$ cat src/rtl/usart_rx_deframer_if.sv
// CPU-side view of the USART receive holding buffer: read strobe plus
// buffered byte and its status flags.
interface usart_rx_deframer_if;
  logic       Rd;
  logic [7:0] RxData;
  logic       AV;
  logic       CP;
  logic       OV;
  logic       FE;
  logic       PE;

  modport master (output Rd, input RxData, AV, CP, OV, FE, PE);
  modport slave  (input Rd, output RxData, AV, CP, OV, FE, PE);
endinterface

$ cat src/rtl/usart_rx_deframer.sv
// USART 8N1/8E1 receive deframer with a one-entry holding buffer.
// Optional USART_RX_MAJORITY_EN: 2-of-3 majority vote around each sample point.
module usart_rx_deframer #(
  parameter int unsigned MIN_DIV = 4
) (
  input  logic                CPUClk,
  input  logic                Reset,
  input  logic                Enable,
  input  logic [11:0]         BitDiv,
  input  logic                ParEn,
  input  logic                SLBit,
  usart_rx_deframer_if.slave  cpu
);
  typedef enum logic [2:0] {
    S_IDLE   = 3'd0,
    S_START  = 3'd1,
    S_DATA   = 3'd2,
    S_PARITY = 3'd3,
    S_STOP   = 3'd4
  } state_e;

  localparam logic [11:0] MIN_DIV_C = 12'(MIN_DIV);

  function automatic logic even_par_err(input logic [7:0] data, input logic p);
    return (^data) ^ p;
  endfunction

  state_e      state_q, state_d;
  logic        sync1_q, sync2_q;
  logic        armed_q, armed_d;
  logic [11:0] div_q, div_d;
  logic [11:0] cnt_q, cnt_d;
  logic        par_en_q, par_en_d;
  logic [2:0]  idx_q, idx_d;
  logic [7:0]  shift_q, shift_d;
  logic        perr_q, perr_d;
  logic        commit_s;
  logic        ferr_s;
  logic        bit_s;
  logic        tick_s;
  logic [11:0] div_sel_s;

  logic [7:0]  rx_data_q;
  logic        av_q, cp_q, ov_q, fe_q, pe_q;

`ifdef USART_RX_MAJORITY_EN
  // The vote uses samples t, t-1, t-2, so the decision lands one clock after
  // the nominal sample point; the start load compensates by one.
  localparam logic [11:0] START_OFS = 12'd0;
  logic hist1_q, hist2_q;

  function automatic logic maj3(input logic a, input logic b, input logic c);
    return (a & b) | (a & c) | (b & c);
  endfunction

  // Two-deep history of the synchronized line for the majority vote
  always_ff @(posedge CPUClk) begin
    if (Reset) begin
      hist1_q <= 1'b1;
      hist2_q <= 1'b1;
    end else begin
      hist1_q <= sync2_q;
      hist2_q <= hist1_q;
    end
  end

  assign bit_s = maj3(sync2_q, hist1_q, hist2_q);
`else
  localparam logic [11:0] START_OFS = 12'd1;
  assign bit_s = sync2_q;
`endif

  assign div_sel_s = (BitDiv < MIN_DIV_C) ? MIN_DIV_C : BitDiv;
  assign tick_s    = (cnt_q == 12'd0);

  // Line synchronizer and frame FSM state registers
  always_ff @(posedge CPUClk) begin
    if (Reset) begin
      sync1_q  <= 1'b1;
      sync2_q  <= 1'b1;
      state_q  <= S_IDLE;
      armed_q  <= 1'b0;
      div_q    <= 12'd0;
      cnt_q    <= 12'd0;
      par_en_q <= 1'b0;
      idx_q    <= 3'd0;
      shift_q  <= 8'd0;
      perr_q   <= 1'b0;
    end else begin
      sync1_q  <= SLBit;
      sync2_q  <= sync1_q;
      state_q  <= state_d;
      armed_q  <= armed_d;
      div_q    <= div_d;
      cnt_q    <= cnt_d;
      par_en_q <= par_en_d;
      idx_q    <= idx_d;
      shift_q  <= shift_d;
      perr_q   <= perr_d;
    end
  end

  // Frame FSM next-state and bit sampling
  always_comb begin
    state_d  = state_q;
    armed_d  = armed_q;
    div_d    = div_q;
    cnt_d    = cnt_q;
    par_en_d = par_en_q;
    idx_d    = idx_q;
    shift_d  = shift_q;
    perr_d   = perr_q;
    commit_s = 1'b0;
    ferr_s   = 1'b0;
    if (!Enable) begin
      state_d = S_IDLE;
      armed_d = armed_q | sync2_q;
    end else begin
      case (state_q)
        S_IDLE: begin
          if (armed_q && !sync2_q) begin
            div_d    = div_sel_s;
            par_en_d = ParEn;
            cnt_d    = (div_sel_s >> 1) - START_OFS;
            perr_d   = 1'b0;
            armed_d  = 1'b0;
            state_d  = S_START;
          end else begin
            armed_d = armed_q | sync2_q;
          end
        end
        S_START: begin
          if (!tick_s) begin
            cnt_d = cnt_q - 12'd1;
          end else if (!bit_s) begin
            cnt_d   = div_q - 12'd1;
            idx_d   = 3'd0;
            state_d = S_DATA;
          end else begin
            state_d = S_IDLE;
          end
        end
        S_DATA: begin
          if (!tick_s) begin
            cnt_d = cnt_q - 12'd1;
          end else begin
            cnt_d   = div_q - 12'd1;
            shift_d = {bit_s, shift_q[7:1]};
            idx_d   = idx_q + 3'd1;
            if (idx_q == 3'd7) begin
              state_d = par_en_q ? S_PARITY : S_STOP;
            end else begin
              state_d = S_DATA;
            end
          end
        end
        S_PARITY: begin
          if (!tick_s) begin
            cnt_d = cnt_q - 12'd1;
          end else begin
            cnt_d   = div_q - 12'd1;
            perr_d  = even_par_err(shift_q, bit_s);
            state_d = S_STOP;
          end
        end
        S_STOP: begin
          if (!tick_s) begin
            cnt_d = cnt_q - 12'd1;
          end else begin
            ferr_s   = ~bit_s;
            commit_s = 1'b1;
            state_d  = S_IDLE;
          end
        end
        default: begin
          state_d = S_IDLE;
        end
      endcase
    end
  end

  // Holding buffer: commit, CPU read and overrun bookkeeping
  always_ff @(posedge CPUClk) begin
    if (Reset) begin
      rx_data_q <= 8'd0;
      av_q      <= 1'b0;
      cp_q      <= 1'b0;
      ov_q      <= 1'b0;
      fe_q      <= 1'b0;
      pe_q      <= 1'b0;
    end else begin
      cp_q <= commit_s;
      if (commit_s) begin
        if (!av_q || cpu.Rd) begin
          rx_data_q <= shift_q;
          fe_q      <= ferr_s;
          pe_q      <= perr_q;
          av_q      <= 1'b1;
          if (av_q) begin
            ov_q <= 1'b0;
          end
        end else begin
          ov_q <= 1'b1;
        end
      end else if (cpu.Rd && av_q) begin
        av_q <= 1'b0;
        fe_q <= 1'b0;
        pe_q <= 1'b0;
        ov_q <= 1'b0;
      end
    end
  end

  assign cpu.RxData = rx_data_q;
  assign cpu.AV     = av_q;
  assign cpu.CP     = cp_q;
  assign cpu.OV     = ov_q;
  assign cpu.FE     = fe_q;
  assign cpu.PE     = pe_q;
endmodule

$ cat src/flat_wrapper.sv
// flat-port wrapper written by rule: the top's interface ports become plain ports
module usart_rx_deframer_flat 
#(
  parameter int unsigned MIN_DIV = 4
)
  (CPUClk, Reset, Enable, BitDiv, ParEn, SLBit, cpu_Rd, cpu_RxData, cpu_AV, cpu_CP, cpu_OV, cpu_FE, cpu_PE);
  usart_rx_deframer_if cpu_i ();
  input  logic CPUClk;
  input  logic Reset;
  input  logic Enable;
  input  logic [11:0] BitDiv;
  input  logic ParEn;
  input  logic SLBit;
  input wire logic [$bits(cpu_i.Rd)-1:0] cpu_Rd;
  output wire logic [$bits(cpu_i.RxData)-1:0] cpu_RxData;
  output wire logic [$bits(cpu_i.AV)-1:0] cpu_AV;
  output wire logic [$bits(cpu_i.CP)-1:0] cpu_CP;
  output wire logic [$bits(cpu_i.OV)-1:0] cpu_OV;
  output wire logic [$bits(cpu_i.FE)-1:0] cpu_FE;
  output wire logic [$bits(cpu_i.PE)-1:0] cpu_PE;
  assign cpu_i.Rd = cpu_Rd;
  assign cpu_RxData = cpu_i.RxData;
  assign cpu_AV = cpu_i.AV;
  assign cpu_CP = cpu_i.CP;
  assign cpu_OV = cpu_i.OV;
  assign cpu_FE = cpu_i.FE;
  assign cpu_PE = cpu_i.PE;
  usart_rx_deframer #(.MIN_DIV(MIN_DIV)) u_core (.CPUClk(CPUClk), .Reset(Reset), .Enable(Enable), .BitDiv(BitDiv), .ParEn(ParEn), .SLBit(SLBit), .cpu(cpu_i));
endmodule
$ cat config.mk
export PLATFORM = sky130hd
export DESIGN_NAME = usart_rx_deframer_flat
export DESIGN_NICKNAME = d
export VERILOG_FILES = /design/src/rtl/usart_rx_deframer_if.sv /design/src/rtl/usart_rx_deframer.sv /design/src/flat_wrapper.sv
export SDC_FILE = /design/constraint.sdc
export NUM_CORES = 1
export LEC_CHECK = 0
export CAP_MARGIN = 20
export CORE_MARGIN = 2
export CORE_UTILIZATION = 40
export DETAILED_ROUTE_END_ITERATION = 7
export PLACE_DENSITY = 0.67
export SLEW_MARGIN = 20
export SYNTH_ARGS = -nofsm -noshare
export SYNTH_HDL_FRONTEND = slang
export SYNTH_SLANG_ARGS = --single-unit
$ cat constraint.sdc
create_clock -name CPUClk -period 4.4 [get_ports CPUClk]
set_input_delay 1.32 -clock CPUClk [delete_from_list [all_inputs] [get_ports CPUClk]]
set_output_delay 1.32 -clock CPUClk [all_outputs]
set_load 0.005 [all_outputs]
==> results of run 1 <==
==> cells in the final DEF (no fill, tap or decap), types with 4 or more instances in the layout <==
cell type                          n
sky130_fd_sc_hd__or2_2             6
sky130_fd_sc_hd__o22ai_1           4
sky130_fd_sc_hd__or4_1             7
sky130_fd_sc_hd__o21ai_0          12
sky130_fd_sc_hd__a311oi_1          5
sky130_fd_sc_hd__a21oi_1          33
sky130_fd_sc_hd__xnor2_1          18
sky130_fd_sc_hd__nor2_1           34
sky130_fd_sc_hd__nor3_1           14
sky130_fd_sc_hd__nor3b_1           4
sky130_fd_sc_hd__buf_4            22
sky130_fd_sc_hd__nand3_1          12
sky130_fd_sc_hd__a21o_1            4
sky130_fd_sc_hd__nand2_1          38
sky130_fd_sc_hd__clkbuf_8          5
sky130_fd_sc_hd__ha_1              6
sky130_fd_sc_hd__nand2b_1          6
sky130_fd_sc_hd__dfxtp_1          56
sky130_fd_sc_hd__xor2_1            9
sky130_fd_sc_hd__inv_1            14
sky130_fd_sc_hd__a32oi_1           4
sky130_fd_sc_hd__or3_1             6
sky130_fd_sc_hd__o31ai_1           8
sky130_fd_sc_hd__a211oi_1          6
sky130_fd_sc_hd__clkdlybuf4s50_1  29
sky130_fd_sc_hd__nor4_1           10
sky130_fd_sc_hd__mux2i_1          21
==> area by class of cell <==
type | count | area, sq um
timing repair buffer | 52 | 460
clock buffer | 5 | 68.8
sequential | 56 | 1120
fill | 812 | 4280
inverter | 14 | 52.6
tap | 105 | 131
clock inverter | 3 | 25.0
multi-input combinational | 318 | 2080
==> Yosys cell counts, types with 3 or more instances <==
cell type                  count
sky130_fd_sc_hd__a21oi_1      33
sky130_fd_sc_hd__o31ai_1       8
sky130_fd_sc_hd__nand2_1      38
sky130_fd_sc_hd__or2_2         6
sky130_fd_sc_hd__buf_6         3
sky130_fd_sc_hd__nand3_1      12
sky130_fd_sc_hd__clkbuf_1     19
sky130_fd_sc_hd__inv_1        14
sky130_fd_sc_hd__a22oi_1       3
sky130_fd_sc_hd__or3_1         6
sky130_fd_sc_hd__o32ai_1       3
sky130_fd_sc_hd__or4_1         7
sky130_fd_sc_hd__o21ai_0      12
sky130_fd_sc_hd__o211ai_1      3
sky130_fd_sc_hd__a32oi_1       4
sky130_fd_sc_hd__nor2b_1       3
sky130_fd_sc_hd__xor2_1        9
sky130_fd_sc_hd__a21o_1        4
sky130_fd_sc_hd__nor3b_1       4
sky130_fd_sc_hd__nand4_1       3
sky130_fd_sc_hd__xnor2_1      18
sky130_fd_sc_hd__a31oi_1       3
sky130_fd_sc_hd__o22ai_1       4
sky130_fd_sc_hd__mux2i_1      21
sky130_fd_sc_hd__nor4_1       10
sky130_fd_sc_hd__nor2_1       34
sky130_fd_sc_hd__a211oi_1      6
sky130_fd_sc_hd__nor3_1       14
sky130_fd_sc_hd__ha_1          6
sky130_fd_sc_hd__a311oi_1      5
sky130_fd_sc_hd__dfxtp_1      56
sky130_fd_sc_hd__nand2b_1      6
==> stage by stage <==
stage / cell area (sq um) / TNS [ns] / hold slack [ns] / total power, uW
2_1_floorplan: 3390 / 0 / 0.389 / 647
3_3_place_gp: 3850 / -0.256 / 0.401 / 703
3_5_place_dp: 3850 / -0.440 / 0.414 / 701
4_1_cts: 3940 / 0 / 0.449 / 1010
5_1_grt: 3940 / 0 / 0.467 / 1050
6_report: 3940 / 0 / 0.448 / 1010
==> flip-flops by register name, indices dropped and copies added (netlist names) <==
signal,count
u_core.cpu.FE,1
u_core.par_en_q,1
u_core.shift_q,8
u_core.bit_s,1
u_core.idx_q,3
u_core.sync1_q,1
u_core.cnt_q,12
u_core.cpu.OV,1
u_core.perr_q,1
u_core.cpu.RxData,8
u_core.cpu.AV,1
u_core.cpu.PE,1
u_core.cpu.CP,1
u_core.armed_q,1
u_core.div_q,12
u_core.state_q,3
==> power by group through the flow <==
stage               clock network [uW]  registers, uW  logic [uW]
floorplan                            0            528         119
global placement                     0            531         171
detailed placement                   0            532         170
CTS                                318            520         171
global route                       337            522         187
finish                             311            520         174
==> worst max path at each step <==
| stage | end | slack (ns) | startpoint | cells past startpoint |
|---|---|---|---|---|
| finish | u_core.cnt_q[8] | 0.14 | BitDiv[6] | 10 |
| global route | u_core.cnt_q[8] | 0.02 | BitDiv[6] | 10 |
| CTS | u_core.cnt_q[8] | 0.14 | BitDiv[6] | 10 |
| detailed placement | u_core.cnt_q[8] | -0.19 | BitDiv[6] | 10 |
| global placement | u_core.cnt_q[6] | -0.11 | BitDiv[6] | 10 |
| floorplan | u_core.cnt_q[6] | 0.17 | BitDiv[6] | 10 |
==> per-layer routing <==
layer  GRT usage, %  up-vias  wire length (um)
li1               -     1594                 -
met1           27.7     1500              4220
met2           31.8       88              4100
met3           2.90       18               456
met4           7.38        0               197
met5              0        -                 0
==> worst max-delay path, cell delays in order <==
cell,delay [ns]
sky130_fd_sc_hd__clkdlybuf4s50_1,0.41
sky130_fd_sc_hd__or4_1,0.55
sky130_fd_sc_hd__or4_1,0.51
sky130_fd_sc_hd__nand2_1,0.09
sky130_fd_sc_hd__ha_1,0.16
sky130_fd_sc_hd__or4b_2,0.66
sky130_fd_sc_hd__or2_2,0.33
sky130_fd_sc_hd__a21oi_1,0.13
sky130_fd_sc_hd__o31ai_1,0.08
sky130_fd_sc_hd__a311oi_1,0.27
==> logic make-up (layout without fill, tap and decap cells) <==
family | count (synthesis) | in the layout | share of synthesized area, %
AND/OR/NAND/NOR | 153 | 153 | 23.3
AO/OA/AOI/OAI | 111 | 111 | 22.7
adder cells (fa/ha/maj) | 6 | 6 | 2.21
multiplexers | 21 | 21 | 6.19
flip-flops | 56 | 56 | 33.0
XOR/XNOR | 27 | 27 | 6.97
buffers and inverters | 42 | 74 | 5.64
==> impl_metrics.py, run 1 <==
metrics = {
    "timing": {
        "maxSlewHeadroom_pct": 54.6,
        "grt_setup_unrepaired": "false",
        "period_needed_ns": 4.26,
        "fin_crit_sh_pct": 96.9,
        "fmax_mhz": 234,
        "finalHoldViolations": 0,
        "timing.final.setup_violations": 0,
        "timing.clock.skew_ns": 0.0118,
        "timing.final.ws_setup_ns": 0.135,
        "worst_pin_slew_ns": 0.674,
        "timing_max_transition_violations_final": 0,
    },
    "clock_tree": {
        "cts_h_tree_depth": 2,
        "cts-root-buf": "sky130_fd_sc_hd__clkbuf_8",
        "postCtsHoldBufs": 0,
        "post_cts_buffers": 0,
        "cts.sink_count": 56,
        "tritoncts_clock_tree": "built",
        "max-clock-path-buffers": 2,
        "cts_inserted_buffers": 5,
        "worst_skew_pair.late_latency_ns": 0.32,
        "ctsResizeCount": 0,
        "cts.reportedPaths.clkPinSlew_ns": 0.12,
    },
    "hold_path": {
        "min_delay_worst_endpoint": "u_core.bit_s",
        "class_of_the_most_critical_hold_timing_path": "reg2reg",
        "min_from": "u_core.sync1_q",
        "hold_path_depth": 1,
    },
    "drt": {
        "drt_drc_violations_left": 0,
        "routed_wire_length_per_instance_um": 16.2,
        "post_drt_via_cell_ratio": 5.79,
        "via_count": 3200,
        "wirelength_mm": 8.98,
        "initialDrtViolationCount": 260,
        "route.antenna.remaining_nets": 0,
        "detail_route.first_pass.iterations": 5,
    },
    "power_and_ir_drop": {
        "p_clk_share_pct": 30.9,
        "max-vdd-ir-drop_uv": 149,
        "internal_power_uw": 703,
        "netSwitchingFraction_pct": 30.1,
        "power.switching_uw": 302,
        "seqPwrFrac_pct": 51.8,
        "comb_power_share_pct": 17.3,
        "cellLeakagePower_uw": 0.00147,
        "power_density_mw_per_mm2": 255,
    },
    "place": {
        "dp_hpwl_mm": 6.40,
        "post-place-ws_ns": -0.191,
        "place.gp.congestion": 0.979,
        "port_buffers": 30,
        "post-place-cells": 545,
    },
    "worst_setup_path": {
        "end_kind": "flop",
        "worst_r2r_endpoint": "u_core.cnt_q[8]",
        "r2r_setup_slack_ns": 1.77,
        "startpoint_type": "input port",
        "crit_required_ns": 4.64,
        "reg2reg_from": "u_core.cnt_q[2]",
        "critPathArrivalTime_ns": 4.50,
        "worst_r2r_path_depth": 6,
        "critPathMaxFanout": 5,
        "critical_path_class": "in2reg",
    },
    "job": {
        "maxCapViolCount": 0,
    },
    "synth": {
        "synth_cell_type_count": 63,
        "synth_async_sr_flop_share_pct": 0,
        "synth_area_per_cell_sq_um": 8.16,
        "post-synth-top-area-cell": "sky130_fd_sc_hd__dfxtp_1",
        "number_of_enable_flip_flop_cells_after_synthesis": 0,
        "ys_top_cells_by_area": "sky130_fd_sc_hd__dfxtp_1 (33%), sky130_fd_sc_hd__mux2i_1 (6.2%), sky130_fd_sc_hd__a21oi_1 (4.9%)",
        "mappedNetlistNets": 440,
        "ys.flop_type": "sky130_fd_sc_hd__dfxtp_1",
        "yosysWarningCount": 0,
        "synth_sequential_area_ratio_pct": 33.0,
        "synth.cell_area_sq_mm": 0.00339,
        "ys_ff_latch": 56,
        "synth_top_area_share_pct": 33.0,
        "post_synth_inst_count": 416,
    },
    "grt": {
        "globalRoute.totalOverflow": 0,
        "grt_pass1_wl_mm": 14.6,
        "grt_start_max_net_pins": 55,
        "first_global_vias": 2980,
        "grt_antenna_before_repair": 0,
        "grt_usage_pct": 20.1,
    },
    "layout": {
        "nets": 471,
        "postLayoutCoreUtil_pct": 48.0,
        "post_layout_nonfiller_instances": 553,
        "area_delta_synth_final_pct": 16.1,
        "diodes": 0,
        "final_layout_size_suffix_gt1_share_pct": 10.5,
    },
    "die": {
        "die_x_um": 96.1,
        "fp.coreArea_sq_mm": 0.00822,
        "fp.dieH_um": 96.1,
        "fp-row-count": 33,
        "floorplan.initialDensity_pct": 41.3,
        "ios": 31,
        "floorplan.die_area_sq_mm": 0.00924,
    },
    "run_status": {
        "result_of_the_run": "complete, no violations",
    },
}
(Power assumes the default switching activity.)
==> inputs of run 2 (changes only) <==
--- a/config.mk
+++ b/config.mk
@@ -9,6 +9,7 @@
 export CORE_MARGIN = 2
 export CORE_UTILIZATION = 40
 export DETAILED_ROUTE_END_ITERATION = 7
+export GPL_ROUTABILITY_DRIVEN = 1
 export PLACE_DENSITY = 0.67
 export SLEW_MARGIN = 20
 export SYNTH_ARGS = -nofsm -noshare
==> results of run 2 <==
Same layout as run 1: the final DEF is identical, and so are final timing and power.
